## config.mk

```make
export PLATFORM = sky130hd
export DESIGN_NAME = alu_core
export DESIGN_NICKNAME = d
export VERILOG_FILES = /design/src/rtl/alu_pkg.sv /design/src/rtl/alu_shift_unit.sv /design/src/rtl/alu_core.sv
export SDC_FILE = /design/constraint.sdc
export NUM_CORES = 1
export LEC_CHECK = 0
export ABC_AREA = 0
export BUFFER_PORTS_ARGS = -buffer_cell sky130_fd_sc_hd__buf_2
export CORE_MARGIN = 2
export CORE_UTILIZATION = 25
export DETAILED_ROUTE_END_ITERATION = 7
export GPL_ROUTABILITY_DRIVEN = 0
export PLACE_DENSITY = 0.46
export RECOVER_POWER = 50
export SLEW_MARGIN = 20
export SYNTH_ARGS = -nofsm -noshare
export SYNTH_HDL_FRONTEND = slang
export SYNTH_HIERARCHICAL = 1
export SYNTH_SLANG_ARGS = --single-unit
```

## constraint.sdc

```tcl
create_clock -name clk -period 3.67 [get_ports clk]
set_input_delay 0.1835 -clock clk [delete_from_list [all_inputs] [get_ports clk]]
set_output_delay 0.1835 -clock clk [all_outputs]
set_load 0.01 [all_outputs]
```

## src/rtl/alu_pkg.sv

```systemverilog
// Shared constants for the execute-stage ALU: data width and opcode encodings.
package alu_pkg;

    localparam int DATA_W = 32;
    localparam int OP_W   = 4;

    localparam logic [OP_W-1:0] OP_ADD = 4'b0000;
    localparam logic [OP_W-1:0] OP_SUB = 4'b0001;
    localparam logic [OP_W-1:0] OP_AND = 4'b0010;
    localparam logic [OP_W-1:0] OP_OR  = 4'b0011;
    localparam logic [OP_W-1:0] OP_NOT = 4'b0100;
    localparam logic [OP_W-1:0] OP_SRA = 4'b1000;
    localparam logic [OP_W-1:0] OP_SLL = 4'b1001;
    localparam logic [OP_W-1:0] OP_SRL = 4'b1010;
    localparam logic [OP_W-1:0] OP_ROL = 4'b1100;
    localparam logic [OP_W-1:0] OP_ROR = 4'b1101;

    function automatic logic op_is_valid(input logic [OP_W-1:0] op);
        case (op)
            OP_ADD, OP_SUB, OP_AND, OP_OR, OP_NOT,
            OP_SRA, OP_SLL, OP_SRL, OP_ROL, OP_ROR: op_is_valid = 1'b1;
            default:                                op_is_valid = 1'b0;
        endcase
    endfunction

endpackage

```

## src/rtl/alu_shift_unit.sv

```systemverilog
// Combinational single-bit shift/rotate unit for the ALU's Op[3]=1 opcode group.
module alu_shift_unit
    import alu_pkg::*;
(
    input  logic [DATA_W-1:0] i_a,
    input  logic [2:0]        i_op,
    output logic [DATA_W-1:0] o_result
);

    // Low three opcode bits are needed: ROL/ROR share Op[1:0] with SRA/SLL.
    always_comb begin
        o_result = i_a;
        case (i_op)
            OP_SRA[2:0]: o_result = {i_a[DATA_W-1], i_a[DATA_W-1:1]};
            OP_SLL[2:0]: o_result = {i_a[DATA_W-2:0], 1'b0};
            OP_SRL[2:0]: o_result = {1'b0, i_a[DATA_W-1:1]};
            OP_ROL[2:0]: o_result = {i_a[DATA_W-2:0], i_a[DATA_W-1]};
            OP_ROR[2:0]: o_result = {i_a[0], i_a[DATA_W-1:1]};
            default:     o_result = i_a;
        endcase
    end

endmodule

```

## src/rtl/alu_core.sv

```systemverilog
// Registered 32-bit ALU: arithmetic/logic mux, shift unit, opcode decode and
// output registers for Out and its zero flag.
module alu_core
    import alu_pkg::*;
(
    input  logic              clk,
    input  logic              reset,
    input  logic              enable,
    input  logic [DATA_W-1:0] A,
    input  logic [DATA_W-1:0] B,
    input  logic [OP_W-1:0]   Op,
    output logic [DATA_W-1:0] Out,
    output logic              Zero
);

    logic [DATA_W-1:0] w_arith;
    logic [DATA_W-1:0] w_shift;
    logic [DATA_W-1:0] w_result;
    logic              w_valid;
    logic              w_load;

    logic [DATA_W-1:0] r_out;
    logic              r_zero;

    always_comb begin
        w_arith = '0;
        case (Op)
            OP_ADD:  w_arith = A + B;
            OP_SUB:  w_arith = A - B;
            OP_AND:  w_arith = A & B;
            OP_OR:   w_arith = A | B;
            OP_NOT:  w_arith = ~A;
            default: w_arith = '0;
        endcase
    end

    alu_shift_unit u_shift (
        .i_a      (A),
        .i_op     (Op[2:0]),
        .o_result (w_shift)
    );

    assign w_result = Op[3] ? w_shift : w_arith;
    assign w_valid  = op_is_valid(Op);
    // Undefined opcodes behave exactly like a disabled cycle.
    assign w_load   = enable && w_valid;

    always_ff @(posedge clk) begin
        if (reset) begin
            r_out  <= '0;
            r_zero <= 1'b1;
        end else if (w_load) begin
            r_out  <= w_result;
            r_zero <= (w_result == '0);
        end
    end

    assign Out  = r_out;
    assign Zero = r_zero;

endmodule

```

==> impl_metrics.py, run 1 <==
metrics = {
    "outcome": {
        "status": "finished, violations left",
        "violations": "negative setup slack",
    },
    "drt": {
        "routed_wl_um": 25900,
        "wire_per_inst_um": 17.8,
        "ant_nets": 0,
        "drtIter0Drc": 581,
        "drc_errors": 0,
        "viasPerCell": 5.25,
        "drt-pass1-iter-count": 6,
        "via_count": 7627,
    },
    "worst_setup_path": {
        "crit_fanout": 3,
        "crit_arrival_ns": 3.99,
        "endpoint_kind": "register",
        "worstSetupStartpointType": "input pin",
        "ff2ff_path_depth": 2,
        "critical_path_class": "input pin to register",
        "cp_data_required_time_ns": 3.89,
    },
    "global_routing": {
        "grt_pass1_wl_um": 40300,
        "grt_max_degree": 75,
        "grt-ovfl-total": 0,
        "grt_use_total": 0.190,
        "antenna_found_initial": 0,
        "grt_pass1_vias": 7115,
    },
    "synth": {
        "yosysMostFrequentCell": "nor2_1",
        "ys_seq_elements": 33,
        "synth_edf_count": 0,
        "yosys_warnings": 6,
        "synthTopCellsByCount": "95 x nor2_1, 84 x a21oi_1, 50 x clkbuf_1, 49 x a211oi_1, 45 x nand2_1",
        "postSynthCellCount": 863,
        "postSynth.asyncResetShare": 0,
        "synthFlopType": "dfxtp_1",
        "synth_area_um2": 6300,
        "syn_nets": 969,
        "ys_types": 87,
        "synth.area.top_cells": "dfxtp_1 10%, ha_1 6.7%, a21oi_1 6.7%",
        "synth_top_area_frac": 0.105,
        "postSynthAreaPerCell_um2": 7.30,
        "yosysTopAreaCell": "dfxtp_1",
        "yosysSeqAreaShare": 0.105,
    },
    "placement": {
        "dp_hpwl_um": 20600,
        "dp_cells": 1424,
        "dp_slack_ns": -0.713,
        "port_buffers": 103,
        "placed_area_um2": 8440,
    },
    "clock_tree": {
        "clk_latency_ns": 0.28,
        "cts_buffers": 5,
        "cts_hold_buf": 0,
        "clk_pin_slew_ns": 0.05,
        "cts_root_buf": "clkbuf_16",
        "clk_path_buf_depth": 2,
        "htree_levels": 2,
        "cts_tree": "built",
        "numClockSinks": 33,
    },
    "finish": {
        "area_growth_syn_to_layout_pct": 44.1,
        "drive_above_1_share": 0.344,
        "nFillCells": 2738,
        "design_area_um2": 9080,
        "fin_util": 0.364,
        "final_nets": 1230,
        "antenna_cells": 0,
        "instances_no_fill": 1454,
    },
    "pwr": {
        "peakVddDrop_mv": 0.130,
        "clockPowerShare": 0.183,
        "pwr-share-comb": 0.638,
        "p_per_area_nw_per_um2": 249,
        "p_switching_mw": 0.929,
        "p_int_mw": 1.33,
        "leakagePower_nw": 3.82,
        "power_switching_share": 0.411,
        "seq_power_share": 0.179,
    },
    "min_path": {
        "hold_path_depth": 4,
        "hp-class": "input pin to register",
    },
    "sta": {
        "max_freq_mhz": 265,
        "clock_skew_ns": 0,
        "tightest_slew_ns": 0.889,
        "finalWorstSetupSlack_ns": -0.0994,
        "relSlewSlack": 0.407,
        "finalSetupViolCount": 3,
        "timing.final.crit_share": 1.03,
        "rsz0062_at_grt": "yes",
        "min_period_ns": 3.77,
        "drv_slew": 0,
        "hold_viol": 0,
    },
    "die": {
        "start_util": 0.253,
        "die_area_um2": 26500,
        "die_x_um": 163,
        "num_io_pins": 104,
        "coreArea_um2": 25000,
        "rows": 58,
        "fp.dieH_um": 163,
    },
    "job": {
        "maxCapViolCount": 0,
    },
}
registers in the layout, summed over array words and instances (netlist names):
| signal | cells |
|---|---|
| Out | 32 |
| Zero | 1 |
cells in the final DEF, fill, tap and decap left out, drive strengths merged, types with 4 or more instances in the layout:
cell	n
dfxtp	33
nand4	14
xor2	21
nor2	95
o41ai	4
nand3	16
o21ai	37
o21a	5
nand2b	5
a211oi	49
or2	5
a31oi	8
nor4	11
inv	18
a221oi	16
a21boi	6
ha	34
a2111oi	5
xnor2	25
nor2b	6
nand2	45
buf	300
a21oi	84
a21o	18
or3	6
mux2i	36
and2	8
o2111ai	5
a221o	37
and3	5
a311oi	7
o31ai	7
clkbuf	35
o211ai	11
maj3	30
nor3	33
layout make-up:
cell class                 count  area [µm²]  area share
multi-input combinational    738        5580       0.614
timing repair buffer         328        2220       0.244
sequential                    33         661      0.0727
tap                          330         413      0.0455
clock buffer                   7         143      0.0157
inverter                      18        67.6     0.00744
critical path: stages:
cell and delay [ns]:
buf_8 0.10, nor4_4 0.27, buf_4 0.15, nand4b_1 0.18
or2_4 0.33, buf_6 0.13, nor4_4 0.29, buf_4 0.19
a21oi_1 0.07, xnor2_1 0.17, ha_1 0.35, nand3_2 0.11
or2_4 0.24, nor3_2 0.16, o211ai_1 0.13, nand3_2 0.13
a31oi_4 0.10, xnor2_2 0.18, a2111oi_4 0.30, nand4_1 0.14
nand2_1 0.08
logic make-up after synthesis:
group,share of synthesized area
buffers and inverters,0.0687
DFF,0.105
and+or+nand+nor,0.215
adders and majority gates,0.118
xor gates and xnor gates,0.0651
AOI/OAI and AO/OA,0.368
muxes,0.0607
power by group through the flow:
stage | combinational [mW] | sequential, mW | clock, mW
finish | 1.44 | 0.405 | 0.412
global route | 1.57 | 0.408 | 0.435
CTS | 1.36 | 0.404 | 0.424
detailed placement | 1.33 | 0.412 | 0
global placement | 1.32 | 0.411 | 0
floorplan | 0.706 | 0.425 | 0
path summary, 6_finish.rpt:
path,slack [ns],to,start
worst max-delay path,-0.1,Zero$_SDFFE_PP1P_,B[7]
worst min-delay path,0.35,Out[1]$_SDFFE_PP0P_,enable
worst max register to register,2.90,Out[31]$_SDFFE_PP0P_,Out[31]$_SDFFE_PP0P_
worst min register to register,0.45,Out[8]$_SDFFE_PP0P_,Out[8]$_SDFFE_PP0P_
metal layers:
| layer | vias to the layer above | wire length (µm) | global-route usage |
|---|---|---|---|
| met4 | 0 | 427 | 0.0410 |
| met2 | 201 | 10700 | 0.273 |
| li1 | 3866 | - | - |
| met5 | - | 0 | 0 |
| met3 | 26 | 1230 | 0.0138 |
| met1 | 3534 | 13600 | 0.303 |
stage by stage:
step	total power, mW	setup TNS (ns)	hold WS [ns]
5_1_grt	2.42	-1.36	0.411
3_3_place_gp	1.73	-2.88	0.442
3_5_place_dp	1.74	-3.60	0.444
2_1_floorplan	1.13	-0.0862	0.448
6_report	2.26	-0.170	0.354
4_1_cts	2.19	-0.119	0.356
repair_timing:
action                     in CTS  in global routing
gates resized for setup        24                 58
pin swaps                      22                 59
setup buffers                   8                 18
setup endpoints to repair       6                 11
No activity file was read; power rests on OpenSTA's default activity.
==> run 2: changes to the inputs <==
- PLACE_DENSITY: 0.46 -> 0.5
==> run 2 against run 1 <==
Effect of this change: the run still ends with negative setup slack left; first-iteration DRC count up 30%; core utilization decreased by 0.79 points; global-route usage decreased by 0.58 points; critical path depth decreased by 2; clock-buffer cell count unchanged; non-clock buffer count fell by 22; total power fell by 2.5%; critical endpoint unchanged.
==> impl_metrics.py, run 2 (same netlist as run 1, synthesis figures left out) <==
metrics = {
    "sta": {
        "rsz0062_at_grt": "yes",
        "tightest_slew_ns": 0.851,
        "hold_viol": 0,
        "whs_ns": 0.345,
        "finalSetupViolCount": 1,
        "min_period_ns": 3.71,
        "drv_slew": 0,
        "clock_skew_ns": 0,
        "max_freq_mhz": 270,
        "timing.final.crit_share": 1.01,
        "relSlewSlack": 0.432,
        "finalWorstSetupSlack_ns": -0.0398,
    },
    "global_routing": {
        "antenna_found_initial": 0,
        "grt_pass1_wl_um": 39300,
        "grt_max_degree": 60,
        "grt-ovfl-total": 0,
        "grt_util_met2": 0.270,
        "grt_use_total": 0.184,
        "top_usage_layer": "met1",
        "use_met3": 0.0214,
        "grt_pass1_vias": 6973,
        "grtUsageMet1": 0.287,
    },
    "worst_setup_path": {
        "endpoint_kind": "register",
        "reg2reg_slack_ns": 2.95,
        "crit_arrival_ns": 3.93,
        "cp_data_required_time_ns": 3.89,
        "crit_fanout": 5,
        "path_buf_inv": 4,
        "crit_chain": "buf_8, nor4_4, buf_4, nand4b_1, or2_4, buf_6, o31ai_4, xor2_1, ha_1, buf_4, nand4_1, nor2_1, o311ai_2, o211ai_1, a2111oi_2, nand4b_1, nor4_4, nand4_1, nand2_1",
        "critical_path_class": "input pin to register",
        "slowest_stage": "nor4_4",
        "worstSetupStartpointType": "input pin",
        "slowest_delay_ns": 0.34,
        "critical_path.top_delay_family": "simple AND/OR/NAND/NOR gates",
    },
    "clock_tree": {
        "cts_hold_buf": 0,
        "htree_levels": 2,
        "cts_tree": "built",
        "numClockSinks": 33,
        "clk_pin_slew_ns": 0.05,
        "cts_buffers": 5,
        "clk_path_buf_depth": 2,
        "clk_latency_ns": 0.27,
        "cts_root_buf": "clkbuf_16",
    },
    "finish": {
        "fin_util": 0.356,
        "final_common_cell": "buf_4",
        "area_growth_syn_to_layout_pct": 41.0,
        "design_area_um2": 8890,
        "largest_reg_flops": 32,
        "drive_above_1_share": 0.323,
        "final_nets": 1208,
        "antenna_cells": 0,
        "final_cell_mix": "200 x buf_4, 93 x nor2_1, 79 x a21oi_1",
        "instances_no_fill": 1432,
    },
    "drt": {
        "via_count": 7606,
        "drc_errors": 0,
        "wire_per_inst_um": 17.7,
        "routed_wl_um": 25400,
        "viasPerCell": 5.31,
        "ant_nets": 0,
        "drt-pass1-iter-count": 5,
        "drtIter0Drc": 755,
    },
    "die": {
        "num_io_pins": 104,
        "die_area_um2": 26500,
        "fp.dieH_um": 163,
        "rows": 58,
        "coreArea_um2": 25000,
        "start_util": 0.253,
        "die_x_um": 163,
    },
    "pwr": {
        "leakagePower_nw": 3.70,
        "peakVddDrop_mv": 0.148,
        "p_per_area_nw_per_um2": 248,
    },
    "placement": {
        "placed_area_um2": 8380,
        "dp_cells": 1414,
        "dp_slack_ns": -0.594,
        "port_buffers": 103,
        "dp_hpwl_um": 20100,
    },
    "min_path": {
        "hp-class": "input pin to register",
    },
    "outcome": {
        "violations": "negative setup slack",
        "status": "finished, violations left",
    },
    "job": {
        "maxCapViolCount": 0,
    },
}
[run 2: path summary, 6_finish.rpt]
kind                                            from                   end  cells past startpoint
worst max register to register  Out[20]$_SDFFE_PP0P_  Out[20]$_SDFFE_PP0P_                      2
worst min-delay path                          enable   Out[1]$_SDFFE_PP0P_                      4
worst max-delay path                            B[4]     Zero$_SDFFE_PP1P_                     19
worst min register to register   Out[8]$_SDFFE_PP0P_   Out[8]$_SDFFE_PP0P_                      2
[run 2: worst register-to-register path, delay by kind of cell, from the launching register on]
kind | cells | cell delay (ns)
and+or+nand+nor | 1 | 0.05
DFF | 1 | 0.33
AOI/OAI and AO/OA | 1 | 0.25
[run 2: repair_timing]
item	in CTS	in global routing
gates resized for setup	21	48
setup buffers	5	7
setup endpoints to repair	4	10
pin swaps	14	29
[run 2: cell type report]
class / count / area (µm²)
sequential: 33 / 661
timing repair buffer: 306 / 2060
inverter: 18 / 67.6
clock buffer: 7 / 143
multi-input combinational: 738 / 5540
fill: 2762 / 16100
tap: 330 / 413
[run 2: layer usage]
layer | vias to the layer above | part of all wire | wire [µm]
met5 | - | 0 | 0
met4 | 0 | 0.012 | 297
met3 | 16 | 0.046 | 1160
met2 | 214 | 0.42 | 10600
met1 | 3552 | 0.53 | 13300
li1 | 3824 | - | -
[run 2: power breakdown]
part / switching [mW] / total (mW) / internal (mW)
combinational: 0.751 / 1.39 / 0.641
sequential: 0.0149 / 0.404 / 0.389
clock: 0.142 / 0.407 / 0.266
total: 0.907 / 2.20 / 1.30
[run 2: stage by stage]
stage	power (mW)	setup TNS (ns)
after CTS	2.15	-0.0859
after global placement	1.71	-2.56
after global routing	2.35	-0.907
after detailed placement	1.71	-3.19
final	2.20	-0.0398
after floorplan	1.13	-0.0862
